==> src/rtl/pwm_brightness_gen.sv <==
// Single-channel PWM generator: period/duty in clock cycles, 8-bit brightness
// scaling of the duty, selectable output polarity, registered output.
module pwm_brightness_gen #(
    parameter int CNT_W    = 32,
    parameter int BRIGHT_W = 8
) (
    input  logic                i_sysclk,
    input  logic                i_reset,
    input  logic                i_enable,
    input  logic                i_polar,
    input  logic [CNT_W-1:0]    i_freq_cnt,
    input  logic [CNT_W-1:0]    i_duty_cnt,
    input  logic [BRIGHT_W-1:0] i_brightness,
    output logic                o_pwm_out
);

    logic [CNT_W-1:0]          cnt_q, cnt_d;
    logic [CNT_W-1:0]          per_sh_q, per_sh_d;
    logic [CNT_W-1:0]          eff_sh_q, eff_sh_d;
    logic                      out_q, out_d;
    logic [CNT_W+BRIGHT_W-1:0] prod;
    logic [CNT_W-1:0]          eff_calc;
    logic                      load;

    always_comb begin
        prod = {{BRIGHT_W{1'b0}}, i_duty_cnt} * {{CNT_W{1'b0}}, i_brightness};
        // Full-scale brightness passes duty through unscaled instead of duty*255/256.
        if (i_brightness == '1) begin
            eff_calc = i_duty_cnt;
        end else begin
            eff_calc = prod[CNT_W+BRIGHT_W-1:BRIGHT_W];
        end
    end

    // The counter sits at 0 while disabled, so the first enabled clock and
    // every period start share one reload condition.
    always_comb begin
        load     = i_enable && (cnt_q == '0);
        per_sh_d = load ? i_freq_cnt : per_sh_q;
        eff_sh_d = load ? eff_calc   : eff_sh_q;
        cnt_d    = '0;
        out_d    = i_polar;
        if (i_enable) begin
            if ((per_sh_d != '0) && (cnt_q < eff_sh_d)) begin
                out_d = ~i_polar;
            end
            if ((per_sh_d > CNT_W'(1)) && (cnt_q < per_sh_d - CNT_W'(1))) begin
                cnt_d = cnt_q + CNT_W'(1);
            end
        end
    end

    always_ff @(posedge i_sysclk or posedge i_reset) begin
        if (i_reset) begin
            cnt_q    <= '0;
            per_sh_q <= '0;
            eff_sh_q <= '0;
            out_q    <= 1'b0;
        end else begin
            cnt_q    <= cnt_d;
            per_sh_q <= per_sh_d;
            eff_sh_q <= eff_sh_d;
            out_q    <= out_d;
        end
    end

    assign o_pwm_out = out_q;

endmodule

==> config.mk <==
export PLATFORM = sky130hd
export DESIGN_NAME = pwm_brightness_gen
export DESIGN_NICKNAME = d
export VERILOG_FILES = /design/src/rtl/pwm_brightness_gen.sv
export SDC_FILE = /design/constraint.sdc
export NUM_CORES = 1
export LEC_CHECK = 0
export ABC_AREA = 1
export BUFFER_PORTS_ARGS = -buffer_cell sky130_fd_sc_hd__buf_2
export CAP_MARGIN = 15
export CORE_MARGIN = 4
export CORE_UTILIZATION = 35
export CTS_CLUSTER_SIZE = 8
export DETAILED_ROUTE_END_ITERATION = 10
export PLACE_DENSITY_LB_ADDON = 0.05
export SYNTH_ARGS = -nofsm -noshare
export SYNTH_HDL_FRONTEND = slang
export SYNTH_SLANG_ARGS = --single-unit
==> constraint.sdc <==
create_clock -name i_sysclk -period 3.4 [get_ports i_sysclk]
set_input_delay 0.68 -clock i_sysclk [delete_from_list [all_inputs] [get_ports i_sysclk]]
set_output_delay 0.68 -clock i_sysclk [all_outputs]
set_load 0.05 [all_outputs]
==> results.yml <==
routing:
  drt_iter0_drc: 598
  drcViolationCount: 0
  wl_per_cell_um: 15.71
  wl_um: 52150
  vias: 15351
  via_per_inst: 4.625
  drt-pass1-iter-count: 5
  antenna_left: 0
critical_path:
  max_stage_delay_ns: 0.51
  path_common_cell: "fa_1"
  crit_type: "primary input to flop"
  crit_fanout: 8
  required_ns: 3.67
  start_kind: "primary input"
  arrival_ns: 6.15
  cp_slowest_cell: "fa_1"
  crit_path_end_kind: "flop"
power_and_ir_drop:
  p_comb_share_pct: 86.7
  p_int_uw: 10410
  ir_drop_mv: 0.5758
  powerDensity_nw_per_um2: 857.2
  power_leakage_uw: 0.01291
  power_uw: 20190
  p_sw_uw: 9789
  clkPwrFrac_pct: 5.8
  sw_frac_of_total_pct: 48.47
  sequentialPowerShare_pct: 7.5
yosys:
  synth.avg_cell_area_um2: 7.133
  synth_seq_cells: 97
  yosysMostFrequentCell: "inv_1"
  synth_compound_area_share_pct: 8.779
  synth_top_area_share_pct: 22.71
  yosys_most_used_dff: "dfrtp_1"
  synthSimpleGateAreaFrac_pct: 24.29
  yosysSeqAreaShare_pct: 15.38
  ys_top_cells_by_count: "inv_1 (530), nand2_1 (527), fa_1 (179)"
  synth_warnings: 0
  synth_edf_count: 0
  syn_area_um2: 15780
  synthCells: 2212
  synth-async-reset-ratio_pct: 100.0
  yosysUniqueCellTypes: 54
  synthAdderAreaFrac_pct: 32.47
  synth_top_family_by_area: "adder cells"
  synth.area.top_cells: "fa_1 (23%), dfrtp_1 (15%), inv_1 (13%)"
  yosysTopAreaCell: "fa_1"
  syn_nets: 2590
  synth_xor_area_share_pct: 3.331
  synth_mux_area_share_pct: 0
die:
  initial_core_util_pct: 35.52
  die_w_um: 220.3
  io_pins: 77
  coreArea_um2: 44410
  fp.dieH_um: 220.3
  core.rowCount: 77
  die_area_um2: 48540
sta:
  fin_skew_ns: 0.008972
  tightest_slew_ns: 0.6566
  grt_setup_unrepaired: "true"
  final-setup-viol-count: 65
  finalCritPeriodShare_pct: 173.0
  slew_headroom_pct: 56.23
  finalHoldViolCount: 0
  fmax_ghz: 0.1700
  finalCriticalPeriod_ns: 5.882
  setup_tns_ns: -68.91
  setup_ws_ns: -2.482
  finalMaxSlewViolations: 0
cells_and_area:
  nNetsFinal: 3100
  drive_gt1_share_pct: 41.40
  syn2layout_area_growth_pct: 49.31
  antenna_cells: 0
grt:
  grt_max_degree: 57
  grt_pass1_vias: 16086
  grt_use_total_pct: 21.67
  antenna_found_initial: 2
  grt_pass1_wl_um: 83190
  grt_overflow: 0
clocking:
  numClockSinks: 97
  worstSkewPairLatency_ns: 0.37
  cts_tree: "done"
  root_buffer: "clkbuf_16"
  cts.path.max_buffers: 2
  cts_htree_levels: 3
  cts_buffers: 9
  clkSlewWorstSetupHoldPaths_ns: 0.07
job:
  cap_violations: 0
status:
  violations: "negative setup slack"
  status: "finished, violations left"
place:
  post-dp-hpwl_um: 41650
  routabilityCongestion: 0.8611
  io_buffers: 76
hold_path:
  holdCritPathClass: "primary input to async pin"
==> cell type report <==
cell class	count	area, um^2
fillers	4262	20860
multi-input cells	1480	13090
repair buffers	581	4870
flip-flops and latches	97	2427
inverters	553	2101
well taps	592	740.7
clock buffers	9	225.2
clock inverters	7	108.9
==> metal layers <==
layer | GRT usage, % | routed length, um | vias to the layer above
li1 | - | - | 7649
met1 | 28.05 | 22770 | 7411
met2 | 38.61 | 26400 | 212
met3 | 2.403 | 1596 | 75
met4 | 5.589 | 1370 | 4
met5 | 0 | 23 | -
==> layout by cell type, fill, tap and decap left out, types with 22 or more instances in the layout <==
cell type  netlist  final
inv_1          530    460
nand2_1        527    437
buf_4            0    434
fa_1           179    167
nor2_1         168    123
dfrtp_1         97     97
ha_1           123     92
inv_2           19     84
nand2_2         19     79
buf_2            1     57
nor2_2          38     50
buf_6            6     48
a21oi_1         87     41
xor2_1          43     40
nor2_4           3     36
o21ai_2         12     33
nand2_4          1     32
a21oi_2          0     31
nand4_1         31     31
ha_4             0     31
nand3_2          4     28
nand3_1         53     25
buf_12           2     22
==> logic make-up after synthesis <==
| family | Yosys count |
|---|---|
| flip-flops | 97 |
| AND/OR/NAND/NOR | 892 |
| adder cells (fa/ha/maj) | 302 |
| XOR/XNOR | 60 |
| AO/OA/AOI/OAI | 225 |
| buffers and inverters | 636 |
==> power by group through the flow <==
stage                     combinational [uW]  clock (uW)  sequential [uW]
after global placement                 12500           0             1530
final                                  17500        1180             1520
after CTS                              15000        1220             1520
after floorplan                         7570           0             1520
after global routing                   19000        1250             1550
after detailed placement               12500           0             1530
==> state kept, by name, indices dropped and copies added, names as in the netlist <==
signal,cells
cnt_q,32
o_pwm_out,1
per_sh_q,32
eff_sh_q,32
==> final timing paths <==
check | startpoint | slack [ns] | end | cells after the start
worst max-delay path | i_brightness[6] | -2.48 | o_pwm_out | 32
max in group asynchronous | i_reset | 2.22 | per_sh_q[31] | 3
min in group i_sysclk | eff_sh_q[15] | 0.47 | eff_sh_q[15] | 2
worst min register to register | eff_sh_q[15] | 0.47 | eff_sh_q[15] | 2
worst max register to register | cnt_q[0] | -1.08 | cnt_q[2] | 31
worst min-delay path | i_reset | 0.35 | per_sh_q[3] | 2
==> repair_timing <==
item                       in CTS  in global routing
gates cloned                    6                  1
resized for setup             261                321
setup buffers                  76                 57
pin swaps                     145                199
hold buffers                    0                  0
hold endpoints to repair        0                  0
setup endpoints to repair      65                 65
==> through the flow <==
stage	worst slack (ns)	instances	area (um^2)	hold WS, ns	utilization [%]
final	-2.482	3319	23560	0.3530	53.04
after global placement	-3.345	3177	20020	0.4568	45.07
after detailed placement	-3.346	3177	20020	0.4570	45.07
after global routing	-2.723	3319	23560	0.3889	53.04
after CTS	-2.418	3272	22080	0.3725	49.71
after floorplan	-2.367	2212	16500	0.4380	-
==> worst max-delay path: cells and delay by family <==
kind / cells / cell delay, ns
compound gates: 9 / 1.31
buf+inv: 8 / 0.76
simple gates: 9 / 0.92
fa+ha+maj: 6 / 2.49
Note: power is estimated with default switching activity, not from simulation.
